$ cat src/rtl/output_signature_compactor_if.sv
// Observed-data and serialized-signature bundle for the output signature compactor.
// The master drives the observed data and requests; the slave (compactor) returns the signature stream.
interface output_signature_compactor_if #(
  parameter int WIDTH = 64
);
  logic             enable;
  logic [WIDTH-1:0] data_in;
  logic             dump_req;
  logic             sig_bit;
  logic             sig_frame;
  logic [7:0]       frame_count;
  logic             overrun;

  modport master (
    output enable, data_in, dump_req,
    input  sig_bit, sig_frame, frame_count, overrun
  );

  modport slave (
    input  enable, data_in, dump_req,
    output sig_bit, sig_frame, frame_count, overrun
  );
endinterface

$ cat src/rtl/output_signature_compactor.sv
// 32-bit MISR that compacts a wide observed bus and periodically (or on request)
// shifts a frozen snapshot of the signature out MSB first.
module output_signature_compactor #(
  parameter int          WIDTH     = 64,
  parameter logic [31:0] SEED      = 32'h0000_0001,
  parameter int          FRAME_LEN = 1024
) (
  input  logic                           clk,
  input  logic                           reset,
  output_signature_compactor_if.slave    bus
);

  localparam int          NSLICE   = (WIDTH + 31) / 32;
  localparam logic [15:0] CNT_LAST = 16'(FRAME_LEN - 1);

  typedef enum logic {IDLE, SHIFT} state_t;

  state_t      state_q, state_d;
  logic [31:0] sig_q, sig_d;
  logic [15:0] cnt_q, cnt_d;
  logic [31:0] snap_q, snap_d;
  logic [4:0]  idx_q, idx_d;
  logic [7:0]  fc_q, fc_d;
  logic        ovr_q, ovr_d;

  logic [NSLICE*32-1:0] padded;
  logic [31:0]          slice [NSLICE];
  logic [31:0]          fold;
  logic                 fb;
  logic                 trigger;

  always_comb begin
    padded             = '0;
    padded[WIDTH-1:0]  = bus.data_in;
  end

  for (genvar gi = 0; gi < NSLICE; gi++) begin : g_slice
    assign slice[gi] = padded[gi*32 +: 32];
  end

  always_comb begin
    fold = '0;
    for (int i = 0; i < NSLICE; i++) begin
      fold = fold ^ slice[i];
    end
  end

  assign fb      = sig_q[31] ^ sig_q[21] ^ sig_q[1] ^ sig_q[0];
  assign trigger = (cnt_q == CNT_LAST) || bus.dump_req;

  always_comb begin
    sig_d   = sig_q;
    cnt_d   = trigger ? 16'd0 : cnt_q + 16'd1;
    state_d = state_q;
    snap_d  = snap_q;
    idx_d   = idx_q;
    fc_d    = fc_q;
    ovr_d   = ovr_q;

    if (bus.enable) begin
      sig_d = {sig_q[30:0], fb} ^ fold;
    end

    case (state_q)
      IDLE: begin
        // Snapshot takes the pre-update MISR so later compaction cannot disturb the frame.
        if (trigger) begin
          snap_d  = sig_q;
          idx_d   = 5'd0;
          state_d = SHIFT;
        end
      end
      SHIFT: begin
        if (trigger) begin
          ovr_d = 1'b1;
        end
        idx_d = idx_q + 5'd1;
        if (idx_q == 5'd31) begin
          state_d = IDLE;
          fc_d    = fc_q + 8'd1;
        end
      end
      default: state_d = IDLE;
    endcase
  end

  always_ff @(posedge clk or negedge reset) begin
    if (!reset) begin
      state_q <= IDLE;
      sig_q   <= SEED;
      cnt_q   <= '0;
      snap_q  <= '0;
      idx_q   <= '0;
      fc_q    <= '0;
      ovr_q   <= 1'b0;
    end else begin
      state_q <= state_d;
      sig_q   <= sig_d;
      cnt_q   <= cnt_d;
      snap_q  <= snap_d;
      idx_q   <= idx_d;
      fc_q    <= fc_d;
      ovr_q   <= ovr_d;
    end
  end

  // Outputs decode straight from flops so reset clears them without a clock.
  assign bus.sig_frame   = (state_q == SHIFT);
  assign bus.sig_bit     = (state_q == SHIFT) & snap_q[~idx_q];
  assign bus.frame_count = fc_q;
  assign bus.overrun     = ovr_q;

endmodule

$ cat src/flat_wrapper.sv
// flat-port wrapper written by rule: the top's interface ports become plain ports
module output_signature_compactor_flat 
#(
  parameter int          WIDTH     = 64,
  parameter logic [31:0] SEED      = 32'h0000_0001,
  parameter int          FRAME_LEN = 1024
)
  (clk, reset, bus_enable, bus_data_in, bus_dump_req, bus_sig_bit, bus_sig_frame, bus_frame_count, bus_overrun);
  output_signature_compactor_if #(.WIDTH(WIDTH)) bus_i ();
  input  logic clk;
  input  logic reset;
  input wire logic [$bits(bus_i.enable)-1:0] bus_enable;
  input wire logic [$bits(bus_i.data_in)-1:0] bus_data_in;
  input wire logic [$bits(bus_i.dump_req)-1:0] bus_dump_req;
  output wire logic [$bits(bus_i.sig_bit)-1:0] bus_sig_bit;
  output wire logic [$bits(bus_i.sig_frame)-1:0] bus_sig_frame;
  output wire logic [$bits(bus_i.frame_count)-1:0] bus_frame_count;
  output wire logic [$bits(bus_i.overrun)-1:0] bus_overrun;
  assign bus_i.enable = bus_enable;
  assign bus_i.data_in = bus_data_in;
  assign bus_i.dump_req = bus_dump_req;
  assign bus_sig_bit = bus_i.sig_bit;
  assign bus_sig_frame = bus_i.sig_frame;
  assign bus_frame_count = bus_i.frame_count;
  assign bus_overrun = bus_i.overrun;
  output_signature_compactor #(.WIDTH(WIDTH), .SEED(SEED), .FRAME_LEN(FRAME_LEN)) u_core (.clk(clk), .reset(reset), .bus(bus_i));
endmodule
$ cat config.mk
export PLATFORM = sky130hd
export DESIGN_NAME = output_signature_compactor_flat
export DESIGN_NICKNAME = d
export VERILOG_FILES = /design/src/rtl/output_signature_compactor_if.sv /design/src/rtl/output_signature_compactor.sv /design/src/flat_wrapper.sv
export SDC_FILE = /design/constraint.sdc
export NUM_CORES = 1
export LEC_CHECK = 0
export ABC_AREA = 1
export CORE_UTILIZATION = 54
export DETAILED_ROUTE_END_ITERATION = 12
export PLACE_DENSITY = 0.81
export SLEW_MARGIN = 0
export SYNTH_ARGS = -nofsm -noshare
export SYNTH_HDL_FRONTEND = slang
export SYNTH_SLANG_ARGS = --single-unit
$ cat constraint.sdc
create_clock -name clk -period 2 [get_ports clk]
set_clock_uncertainty 0.05 [all_clocks]
set_input_delay 0.4 -clock clk [delete_from_list [all_inputs] [get_ports clk]]
set_output_delay 0.4 -clock clk [all_outputs]
set_load 0.02 [all_outputs]
==> summary.txt <==
synth warn -> 0
Primary FF master, synth -> dfrtp_1
final setup margin -> -0.152 ns
largest net degree at the start of global routing -> 96
CTS Sinks -> 95
Total Neg Setup Slack -> -0.178 ns
Die Span X -> 96.0 um
largest area contributor in the netlist -> dfrtp_1
Initial Util -> 56.9%
critical path class -> reg -> out
Slew @ Worst Pin -> 0.529 ns
WHS -> -0.000580 ns
Port Buffer Count -> 78
max frequency -> 465 MHz
CP cell instances -> inv_2 > clkbuf_16 > nand2_2 > nand3_2 > nand3_1 > nand3_1 > nand3_1 > a21oi_2 > buf_6
dpl ws -> -0.256 ns
row cnt -> 33
slowest CP cell -> dfrtp_1
Max-Slew Margin vs Limit -> 64.7%
Inserted Diodes -> 0
#FFs+latches synth -> 95
Period minus WS final -> 2.15 ns
FF-to-FF setup slack -> -0.03 ns
Core Box Area -> 8380 um2
crit-path leading delay family -> buffers and inverters
data required time of the worst path -> 1.55 ns
Post-synth EDFFs -> 0
DRC -> 0
initial antenna violation count -> 0
CP Buf/Inv Count -> 3
die height -> 96.0 um
Final setup viols -> 2
hold_buf cts -> 0
Synth cell types -> 31
worst skew pair latency -> 0.35 ns
Slew Limit Fails -> 0
Pleak -> 2.85 nW
Worst Reg2Reg Path Length in Cells -> 11
commonest non-fill, non-tap cell in the layout -> nand2_1
most frequent cells in the layout -> nand2_1 (164), dfrtp_1 (93), clkdlybuf4s50_1 (76)
kind of end point of the critical path -> output port
vias -> 3871
mean area per synthesized cell -> 8.60 um2
CTS max path bufs -> 2
post-route ant nets -> 0
grt ovf -> 0
sequential share of the synthesized area -> 49.8%
GPL Wtd Cong -> 0.856
die area -> 9220 um2
H-tree levels -> 3
MaxCap Viol Count -> 0
Worst path most repeated cell -> nand3_1
vias in the first global route -> 3654
CP arrival -> 1.70 ns
Area Growth Syn to Fin -> 27.6%
status -> finished with violations
share of layout cells above drive strength 1 -> 11.2%
area share of the largest cell type after synthesis -> 49.3%
failing checks -> hold timing, setup timing
CTS Root Cell -> clkbuf_8
syn nets -> 627
ys async rst share -> 100%
Cell Area, Synth -> 4770 um2
Worst path depth -> 9
drt total wl -> 9520 um
I/O pin count -> 79
hpwl dp -> 6720 um
CTS tree -> built
Min-Delay Path Class -> in -> async
clock slew at reported path FFs -> 0.09 ns
RSZ-0062 raised after global routing -> true
Largest stage delay, worst path -> 0.41 ns
routed vias/inst -> 5.11
Num CTS Buffers -> 9
Total GRT Usage -> 22.2%
WL/cell -> 12.6 um
nets -> 719
CP Launch Type -> register
Tcrit/Tclk final -> 108%
drt pass-1 iters -> 4
first-pass GRT wire length -> 15900 um
PwrDens -> 1110 nW/um2
cells after synthesis -> 555
number of setup buffers added after CTS -> 0
worst-path fanout max -> 8
synth top area cells -> dfrtp_1 (49%), nand2_1 (13%), xor2_1 (7.9%)
Peak VDD IR -> 0.744 mV
Hold Vio Cnt, Final -> 1
DRT iter0 DRCs -> 151
[cells in the mapped netlist (4+ instances only)]
cell	n
a21oi_1	12
buf_2	4
clkbuf_1	9
dfrtp_1	94
ha_1	4
inv_1	27
nand2_1	171
nand3_1	60
nand4_1	4
nor2_1	24
nor3_1	4
o21ai_0	39
xnor2_1	32
xor2_1	43
[layout make-up]
type | count | area (um2)
Tap cell | 105 | 131
Clock inverter | 2 | 15.0
Multi-Input combinational cell | 411 | 2290
Inverter | 30 | 113
Fill cell | 681 | 2290
Timing Repair Buffer | 100 | 1000
Sequential cell | 95 | 2380
Clock buffer | 14 | 163
[worst reg2reg max path, stage by stage (launching register included)]
cell     delay, ns
dfrtp_1       0.39
buf_6         0.18
buf_4         0.15
ha_1          0.16
nand2_1       0.07
nor2_1        0.09
ha_1          0.16
nand2_2       0.09
nor3_2        0.20
nand4_1       0.13
nor2_1        0.14
xor2_1        0.15
[cell families (layout without fill, tap and decap cells)]
family                   after synthesis  after routing  share of synthesized area [%]
AO/OA/AOI/OAI                         58             58                           6.26
XOR/XNOR                              75             75                           13.8
adder cells (fa/ha/maj)                4              4                           1.05
buffers and inverters                 49            146                           4.67
flip-flops                            95             95                           49.8
AND/OR/NAND/NOR                      274            274                           24.4
[sequential cells by signal (all words and copies together) (netlist names)]
| signal | count |
|---|---|
| u_core.bus.frame_count | 8 |
| u_core.bus.overrun | 1 |
| u_core.bus.sig_frame | 1 |
| u_core.cnt_q | 16 |
| u_core.idx_q | 5 |
| u_core.sig_q | 32 |
| u_core.snap_q | 32 |
[timing repair]
item / CTS / global route
endpoints found under the setup margin: 3 / 39
resized for setup: 10 / 26
endpoints found under the hold margin: 0 / 0
pin swaps: 1 / 10
cloned: 0 / 1
[where the power goes]
part           switching, mW  internal (mW)  leakage (nW)  total, mW
sequential             0.539           2.57          1.20       3.11
combinational           1.30           1.19          1.56       2.49
clock                  0.635          0.523        0.0829       1.16
[stage by stage]
step | cell area [um2] | util, % | hold WS, ns | instances | total power [mW]
after floorplan | 4770 | - | 0.0544 | 555 | 4.46
final | 6090 | 72.7 | -0.000580 | 757 | 6.76
after global routing | 6090 | 72.7 | 0.0803 | 757 | 7.26
after detailed placement | 5770 | 68.8 | 0.403 | 740 | 5.39
after CTS | 5960 | 71.1 | 0.0541 | 756 | 6.57
after global placement | 5770 | 68.8 | 0.395 | 740 | 5.29
[layer usage]
| layer | GRT usage, % | up-vias | wire length, um |
|---|---|---|---|
| met5 | 0 | - | 0 |
| met4 | 5.35 | 0 | 87 |
| met3 | 3.87 | 10 | 272 |
| met2 | 40.2 | 76 | 4830 |
| met1 | 27.4 | 1832 | 4330 |
| li1 | - | 1953 | - |
[final timing paths]
path	from	endpoint
setup / recovery	u_core.idx_q[0]	bus_sig_bit
hold / removal	reset	u_core.cnt_q[14]
setup reg to reg	u_core.idx_q[0]	u_core.bus.frame_count[7]
hold reg to reg	u_core.cnt_q[0]	u_core.cnt_q[0]
max in group asynchronous	reset	u_core.sig_q[17]
min in group clk	u_core.cnt_q[0]	u_core.cnt_q[0]
No activity file was read; power rests on OpenSTA's default activity.
